`src/rtl/stream_read_responder.sv`:
```
// Stream-read source: buffers memory-side beats in a FIFO and serves consumer pops with registered data.
// Optional STREAM_RD_STATS_EN adds saturating push/pop/stall statistics counters.
module stream_read_responder #(
  parameter int AXI_DATA_W  = 64,
  parameter int FIFO_ADDR_W = 4,
  parameter int BEAT_CNT_W  = 32
) (
  input  logic                   clk,
  input  logic                   reset,
  input  logic                   start,
  input  logic [BEAT_CNT_W-1:0]  cfg_num_beats,
  output logic                   done,
  output logic                   busy,
  input  logic                   mem_wr_valid,
  input  logic [AXI_DATA_W-1:0]  mem_wr_data,
  output logic                   mem_wr_ready,
  output logic                   stream_read_ready,
  input  logic                   stream_read_req,
  output logic [AXI_DATA_W-1:0]  stream_read_data,
  output logic [FIFO_ADDR_W:0]   fifo_count,
  output logic                   err_underflow
`ifdef STREAM_RD_STATS_EN
  ,
  output logic [31:0]            stat_push_cnt,
  output logic [31:0]            stat_pop_cnt,
  output logic [31:0]            stat_stall_cnt
`endif
);

  localparam int DEPTH = 1 << FIFO_ADDR_W;
  localparam logic [BEAT_CNT_W-1:0]  ONE_BEAT  = BEAT_CNT_W'(1);
  localparam logic [BEAT_CNT_W-1:0]  ZERO_BEAT = BEAT_CNT_W'(0);
  localparam logic [FIFO_ADDR_W:0]   CNT_FULL  = (FIFO_ADDR_W+1)'(DEPTH);
  localparam logic [FIFO_ADDR_W:0]   CNT_ONE   = (FIFO_ADDR_W+1)'(1);
  localparam logic [FIFO_ADDR_W-1:0] PTR_ONE   = FIFO_ADDR_W'(1);

  typedef enum logic [1:0] {
    ST_IDLE   = 2'd0,
    ST_ACTIVE = 2'd1,
    ST_DONE   = 2'd2
  } state_e;

  state_e                 state_q, state_d;
  logic [BEAT_CNT_W-1:0]  num_beats_q, num_beats_d;
  logic [BEAT_CNT_W-1:0]  pushed_q, pushed_d;
  logic [BEAT_CNT_W-1:0]  popped_q, popped_d;
  logic [FIFO_ADDR_W-1:0] wr_ptr_q, wr_ptr_d;
  logic [FIFO_ADDR_W-1:0] rd_ptr_q, rd_ptr_d;
  logic [FIFO_ADDR_W:0]   count_q, count_d;
  logic [AXI_DATA_W-1:0]  rd_data_q, rd_data_d;
  logic                   err_q, err_d;
  logic [AXI_DATA_W-1:0]  mem_q [DEPTH];

  logic full_s, empty_s, push_s, pop_s;

  // Handshake qualifiers come from registered state only, never from same-cycle inputs.
  assign full_s            = (count_q == CNT_FULL);
  assign empty_s           = (count_q == {(FIFO_ADDR_W+1){1'b0}});
  assign mem_wr_ready      = (state_q == ST_ACTIVE) && !full_s && (pushed_q != num_beats_q);
  assign stream_read_ready = (state_q == ST_ACTIVE) && !empty_s;
  assign push_s            = mem_wr_valid && mem_wr_ready;
  assign pop_s             = stream_read_req && stream_read_ready;

  assign done              = (state_q == ST_DONE);
  assign busy              = (state_q == ST_ACTIVE);
  assign stream_read_data  = rd_data_q;
  assign fifo_count        = count_q;
  assign err_underflow     = err_q;

  // Next-state logic for the FSM, FIFO pointers, beat counters and data register.
  always_comb begin
    state_d     = state_q;
    num_beats_d = num_beats_q;
    pushed_d    = pushed_q;
    popped_d    = popped_q;
    wr_ptr_d    = wr_ptr_q;
    rd_ptr_d    = rd_ptr_q;
    count_d     = count_q;
    rd_data_d   = rd_data_q;
    err_d       = err_q;

    if (push_s) begin
      wr_ptr_d = wr_ptr_q + PTR_ONE;
      pushed_d = pushed_q + ONE_BEAT;
    end else begin
      wr_ptr_d = wr_ptr_q;
    end

    if (pop_s) begin
      rd_ptr_d  = rd_ptr_q + PTR_ONE;
      popped_d  = popped_q + ONE_BEAT;
      rd_data_d = mem_q[rd_ptr_q];
    end else begin
      rd_ptr_d = rd_ptr_q;
    end

    case ({push_s, pop_s})
      2'b10:   count_d = count_q + CNT_ONE;
      2'b01:   count_d = count_q - CNT_ONE;
      default: count_d = count_q;
    endcase

    if (stream_read_req && !stream_read_ready) begin
      err_d = 1'b1;
    end else begin
      err_d = err_q;
    end

    case (state_q)
      ST_IDLE: begin
        if (start) begin
          num_beats_d = cfg_num_beats;
          pushed_d    = ZERO_BEAT;
          popped_d    = ZERO_BEAT;
          state_d     = (cfg_num_beats == ZERO_BEAT) ? ST_DONE : ST_ACTIVE;
        end else begin
          state_d = ST_IDLE;
        end
      end
      ST_ACTIVE: begin
        // Leave on the pop that brings the pop counter up to the transfer size.
        if (pop_s && ((popped_q + ONE_BEAT) == num_beats_q)) begin
          state_d = ST_DONE;
        end else begin
          state_d = ST_ACTIVE;
        end
      end
      ST_DONE: state_d = ST_IDLE;
      default: state_d = ST_IDLE;
    endcase
  end

  // Control and datapath registers with synchronous reset.
  always_ff @(posedge clk) begin
    if (reset) begin
      state_q     <= ST_IDLE;
      num_beats_q <= ZERO_BEAT;
      pushed_q    <= ZERO_BEAT;
      popped_q    <= ZERO_BEAT;
      wr_ptr_q    <= {FIFO_ADDR_W{1'b0}};
      rd_ptr_q    <= {FIFO_ADDR_W{1'b0}};
      count_q     <= {(FIFO_ADDR_W+1){1'b0}};
      rd_data_q   <= {AXI_DATA_W{1'b0}};
      err_q       <= 1'b0;
    end else begin
      state_q     <= state_d;
      num_beats_q <= num_beats_d;
      pushed_q    <= pushed_d;
      popped_q    <= popped_d;
      wr_ptr_q    <= wr_ptr_d;
      rd_ptr_q    <= rd_ptr_d;
      count_q     <= count_d;
      rd_data_q   <= rd_data_d;
      err_q       <= err_d;
    end
  end

  // FIFO storage; contents are don't-care once the pointers are reset.
  always_ff @(posedge clk) begin
    if (push_s) begin
      mem_q[wr_ptr_q] <= mem_wr_data;
    end
  end

`ifdef STREAM_RD_STATS_EN
  function automatic logic [31:0] sat_inc(input logic [31:0] v);
    return (v == 32'hFFFF_FFFF) ? v : (v + 32'd1);
  endfunction

  logic [31:0] stat_push_q, stat_pop_q, stat_stall_q;
  logic        stall_s;

  assign stall_s        = (state_q == ST_ACTIVE) && !stream_read_req && stream_read_ready;
  assign stat_push_cnt  = stat_push_q;
  assign stat_pop_cnt   = stat_pop_q;
  assign stat_stall_cnt = stat_stall_q;

  // Statistics survive start; only reset clears them.
  always_ff @(posedge clk) begin
    if (reset) begin
      stat_push_q  <= 32'd0;
      stat_pop_q   <= 32'd0;
      stat_stall_q <= 32'd0;
    end else begin
      stat_push_q  <= push_s  ? sat_inc(stat_push_q)  : stat_push_q;
      stat_pop_q   <= pop_s   ? sat_inc(stat_pop_q)   : stat_pop_q;
      stat_stall_q <= stall_s ? sat_inc(stat_stall_q) : stat_stall_q;
    end
  end
`endif

endmodule

```
`config.mk`:
```
export PLATFORM = sky130hd
export DESIGN_NAME = stream_read_responder
export DESIGN_NICKNAME = d
export VERILOG_FILES = /design/src/rtl/stream_read_responder.sv
export SDC_FILE = /design/constraint.sdc
export NUM_CORES = 1
export LEC_CHECK = 0
export BUFFER_PORTS_ARGS = -buffer_cell sky130_fd_sc_hd__clkbuf_2
export CAP_MARGIN = 25
export CORE_UTILIZATION = 65
export CTS_BUF_LIST = sky130_fd_sc_hd__clkbuf_4
export DETAILED_ROUTE_END_ITERATION = 6
export PLACE_DENSITY = 0.83
export SETUP_SLACK_MARGIN = 0.5
export SYNTH_ARGS = -nofsm -noshare
export SYNTH_HDL_FRONTEND = slang
export SYNTH_SLANG_ARGS = --single-unit
```
`constraint.sdc`:
```
create_clock -name clk -period 9.95 [get_ports clk]
set_input_delay 0.4975 -clock clk [delete_from_list [all_inputs] [get_ports clk]]
set_output_delay 0.4975 -clock clk [all_outputs]
set_load 0.02 [all_outputs]
```
-- Word-level counts from Yosys, hierarchy flattened
Memory sizes are Yosys's and may differ from the RTL's. A register that Yosys moved wholly into a read port is not among the register bits.
Index checks and enable logic that the tools add are counted.
- $add $sub $neg: 6
- equal/unequal tests: 7
- muxes and demuxes: 13
- reductions and logical operators: 15
- operators by type and width (cell ; count):
    $mux W32 ; 6
    $add A32 B1 Y32 const B ; 2
    $eq A32 B32 Y1 ; 1
    $logic_not A32 Y1 ; 1
    $ne A32 B32 Y1 ; 1
    $pmux W5 S2 ; 1
    $add A4 B1 Y4 const B ; 2
    $logic_and A1 B1 Y1 ; 7
    $mux W2 ; 3
    $add A5 B1 Y5 const B ; 1
    $eq A5 B5 Y1 const B ; 1
    $logic_not A5 Y1 ; 1
    $sub A5 B1 Y5 const B ; 1
    $eq A2 B1 Y1 const B ; 2
    $eq A2 B2 Y1 const B ; 2
    $pmux W2 S2 ; 1
    $logic_not A1 Y1 ; 3
    $logic_not A2 Y1 ; 1
    $mux W1 ; 2
    $reduce_and A2 Y1 ; 1
    $reduce_bool A2 Y1 ; 1
- register bits after elaboration: 112
- bits in writable memories: 1024
- input port bits: 101
- output and inout port bits: 74
- word-level logic and storage cells: 50
- memories: 1
- memory list (memory ; depth ; width ; rd ports ; clocked after memory_dff ; wr ports ; line ; source):
    mem_q ; 16 ; 64 ; 1 ; 1 ; 1 ; 52 ; logic [AXI_DATA_W-1:0] mem_q [DEPTH];

-- Longest topological paths before layout
- word-level depth: 8
- depth in mapped cells: 16
- gate-level depth less buffers: 14

-- Worst setup path after synthesis
Ideal clock, no wire load.
- kind: register -> register
- from: reg count_q[0] (netlist: fifo_count[0])
- to: mem mem_q[0][0] (enable)
- library setup time: 0.565 ns
- data arrival time: 5.841 ns
- data required time: 9.385 ns
- setup slack: 3.545 ns
- cell stages (with the launch flop): 7
- buffers on the path: 1
- period minus slack after synthesis: 6.405 ns
- cell sequence: dfxtp_1 -> nor4_1 -> a21oi_1 -> o311a_2 -> clkbuf_1 -> nand2_1 -> nor3_1
- word-level cells in the longest chain between the ends: 7
- ends and longest elaborated chain (item ; line ; source):
    from (decl) ; 49 ; logic [FIFO_ADDR_W:0] count_q, count_d;
    from (signal assigned) ; 142 ; count_q <= {(FIFO_ADDR_W+1){1'b0}};
    from (signal assigned) ; 152 ; count_q <= count_d;
    $eq A5 B5 Y1 ; 57 ; assign full_s = (count_q == CNT_FULL);
    $logic_not A1 Y1 ; 59 ; assign mem_wr_ready = (state_q == ST_ACTIVE) && !full_s && (pushed_q != num_beats_q);
    $logic_and A1 B1 Y1 (2 in a row) ; 59 ;
    $logic_and A1 B1 Y1 ; 61 ; assign push_s = mem_wr_valid && mem_wr_ready;
    $mux W1 ; 160 ; if (push_s) begin
    $mux W1 (not written as such) ; 161 ; mem_q[wr_ptr_q] <= mem_wr_data;
    to (decl) ; 52 ;
Every way passes these cells.

-- Worst setup path in the final report
- from: reg num_beats_q[25]
- to: mem mem_q[4][53] (enable)
- word-level cells in the longest chain between the ends: 5
- ends and longest elaborated chain (item ; line ; source):
    from (decl) ; 44 ; logic [BEAT_CNT_W-1:0] num_beats_q, num_beats_d;
    from (signal assigned) ; 147 ; num_beats_q <= num_beats_d;
    $ne A32 B32 Y1 ; 59 ;
    $logic_and A1 B1 Y1 ; 59 ;
    $logic_and A1 B1 Y1 ; 61 ;
    $mux W1 ; 160 ;
    $mux W1 (not written as such) ; 161 ;
Every way passes these cells.

==> impl_results.md <==
- Core Footprint: 70510 um2
- Worst reg-to-reg setup slack: 5.94 ns
- Synth area leaders: edfxtp_1 66%, mux4_2 15%, dfxtp_1 7.5%, nand2_1 2.0%, xor2_1 1.6%
- Worst Setup EP: mem_q[4][53]
- Slew margin rel.: 22.59%
- Switching share of power: 22.61%
- Vias in the first global route: 28637
- Post-synth cell types: 59
- TritonCTS clock tree: yes
- # port buffers: 174
- Crit path depth: 7
- Register area share after synthesis: 73.41%
- Setup violations, final: 0
- Total gr overflow: 0
- Antenna Violating Nets Remaining: 0
- Clock tree buffer depth: 4
- Clk_lat worst skew: 1.12 ns
- Via Count: 27841
- Final WL: 125200 um
- Number of synthesized flops with an enable pin: 1024
- Critical Path Fanout Max: 42
- Critical path type: flip-flop to flip-flop
- Bufs and invs on worst path: 1
- Boundary pin count: 175
- Synth async-reset ratio: 0%
- Max incr delay on CP: 0.86 ns
- Critical path's most frequent cell: nand2_1
- Slowest CP cell: nor2_4
- Largest net degree at the start of global routing: 74
- Drt first-iter violations: 3756
- RSZ-0062 raised after global routing: false
- Clock transition at path regs: 0.08 ns
- Worst VDD drop: 0.1282 mV
- CP required: 10.62 ns
- CTS buffer count: 303
- Final Critical Period: 4.009 ns
- Die Area: 72900 um2
- Startpoint types: flip-flop
- Sum Neg Setup Slack: 0 ns
- RR Endpoint: mem_q[4][53]
- Initial antenna violation count: 10
- CTS sink cnt: 1200
- Layout cells sized above 1: 32.62%
- # resized after CTS: 0
- Period utilization: 40.29%
- Placed inst area: 48730 um2
- Mapped Cells: 2499
- Core Rows: 97
- Leakage Power: 17.69 nW
- Fin. max-slew vios: 0
- Post-route cell area: 54000 um2
- CP cell instances: xor2_1 -> nor4_1 -> nand2_1 -> o311a_2 -> nand2_1 -> nor2_4 -> buf_4
- Die Y: 270.0 um
- Net count after synthesis: 2612
- Worst slew pin tran: 1.161 ns
- Filler instances: 3549
- Detailed Place HPWL: 57760 um
- Seq pwr share: 54.5%
- GP Congestion: 0.9715
- First-pass GRT wire length: 177900 um
- Arrival @ worst endpoint: 4.68 ns
- Yosys reg bits: 1200
- Final clock skew: 0.1040 ns
- GRT Total Usage: 33.74%
- Most common flop cell mapped by yosys: edfxtp_1
- Max H-tree Level: 5
- Fin. Hold Viols: 0
- Die width: 270.0 um
- Switch Pwr: 2.284 mW
- Top cell type's share of synthesized area: 65.86%
- Comb pwr share: 3.5%
- Post-synth top area cell: edfxtp_1
- # DRC: 0
- Fmax: 249.5 MHz
- Synth Warn #: 0
- Setup crit start: num_beats_q[25]
- Crit-path leading delay family: simple AND/OR/NAND/NOR gates
- Cell Pwr Density: 187.1 nW/um2
- Status: finished clean
- Area grow syn2layout: 15.65%
- Syn avg cell area: 18.68 um2
- Int Pwr: 7.819 mW
- WL per Instance: 29.83 um
- Top-count cell post-synth: edfxtp_1
- Commonest cells in the netlist: 1024 x edfxtp_1, 320 x mux4_2, 253 x nand2_1
- FF-to-FF path depth: 7
- Initial core utilization: 66.21%
- DR pass1 iterations: 5
- Root Driver: clkbuf_4
- Clk pwr share: 42.0%
- Vias per cell: 6.634
- Worst Setup End Kind: flip-flop
- Worst min-delay path class: primary input to flip-flop
- NumNets Final: 3141
- Worst r2r src: num_beats_q[25]
- Max_cap viols: 0
- Synth Cell Area: 46690 um2
-- stage by stage --
step | power, mW | std cells | util [%] | worst slack (ns) | hold slack [ns]
floorplan | 5.768 | 2499 | - | 3.545 | 0.4631
detailed placement | 5.899 | 3525 | 69.10 | 5.789 | 0.4467
global placement | 5.881 | 3523 | 69.02 | 5.946 | 0.4441
CTS | 10.03 | 4186 | 76.40 | 5.739 | 0.2214
finish | 10.10 | 4197 | 76.57 | 5.941 | 0.3302
global route | 10.41 | 4197 | 76.57 | 5.795 | 0.3176
-- layout make-up --
type | count | area (um2) | area share (%)
tap | 940 | 1176 | 2.178
sequential | 1200 | 34290 | 63.50
clock buffer | 457 | 3431 | 6.354
inverter | 22 | 83.83 | 0.1553
antenna | 7 | 17.52 | 0.03244
clock inverter | 70 | 376.6 | 0.6975
multi-input combinational | 1141 | 11910 | 22.05
timing repair buffer | 360 | 2718 | 5.033
-- power by group through the flow --
stage | Sequential, mW | Clock (mW) | Combinational [mW]
finish | 5.50 | 4.25 | 0.352
global route | 5.50 | 4.54 | 0.370
detailed placement | 5.61 | 0 | 0.286
floorplan | 5.61 | 0 | 0.157
CTS | 5.50 | 4.20 | 0.334
global placement | 5.61 | 0 | 0.270
-- routing by layer --
layer,part of all wire [%],GRT usage (%)
met1,33,42.46
met2,50,54.59
met3,12,8.775
met4,5.1,17.61
met5,0.030,0
-- cell usage in the layout (no fill, tap or decap), types with 3 or more instances in the layout --
| cell type | count |
|---|---|
| nand4_1 | 21 |
| clkbuf_4 | 457 |
| dfxtp_1 | 172 |
| inv_1 | 20 |
| nand2b_1 | 6 |
| clkinv_2 | 8 |
| diode_2 | 7 |
| clkbuf_2 | 173 |
| nor2_4 | 12 |
| inv_2 | 6 |
| a211oi_1 | 3 |
| bufinv_16 | 4 |
| ha_1 | 11 |
| buf_16 | 5 |
| nand3_1 | 33 |
| dfxtp_4 | 4 |
| edfxtp_1 | 1024 |
| clkinv_1 | 54 |
| xnor2_1 | 44 |
| nor3b_1 | 3 |
| mux4_2 | 320 |
| nand2_1 | 252 |
| a21oi_1 | 127 |
| xor2_1 | 86 |
| buf_4 | 47 |
| a31oi_1 | 5 |
| o21ai_0 | 20 |
| or3_1 | 21 |
| and3_1 | 9 |
| dlygate4sd3_1 | 134 |
| nor2_1 | 80 |
| nor3_2 | 8 |
| nor3_1 | 13 |
| nor4_1 | 25 |
-- cells by family after synthesis --
kind of cell / share of synthesized area, %
flip-flops: 73.41
AND/OR/NAND/NOR: 4.915
multiplexers: 15.48
AO/OA/AOI/OAI: 2.069
buffers and inverters: 1.348
XOR/XNOR: 2.439
adder cells (fa/ha/maj): 0.3377
-- state kept, by name, summed over array words and instances, names as in the netlist --
register	flops
stream_read_data	64
state_q	2
rd_ptr_q	4
fifo_count	5
pushed_q	32
err_underflow	1
mem_q	1024
wr_ptr_q	4
num_beats_q	32
popped_q	32
-- worst min-delay path by stage --
| stage | start | endpoint | slack [ns] | cells past startpoint |
|---|---|---|---|---|
| CTS | mem_wr_data[7] | mem_q[7][7] | 0.22 | 2 |
| floorplan | state_q[1] | state_q[1] | 0.46 | 1 |
| detailed placement | stream_read_data[6] | stream_read_data[6] | 0.45 | 2 |
| global placement | stream_read_data[30] | stream_read_data[30] | 0.44 | 2 |
| global route | mem_wr_data[60] | mem_q[2][60] | 0.32 | 2 |
| finish | mem_wr_data[20] | mem_q[8][20] | 0.33 | 2 |
-- timing repair --
item | CTS | global route
hold buffers | 134 | 0
endpoints found under the hold margin | 1094 | 0
buffers inserted | 0 | 0
Note: power is estimated with default switching activity, not from simulation.
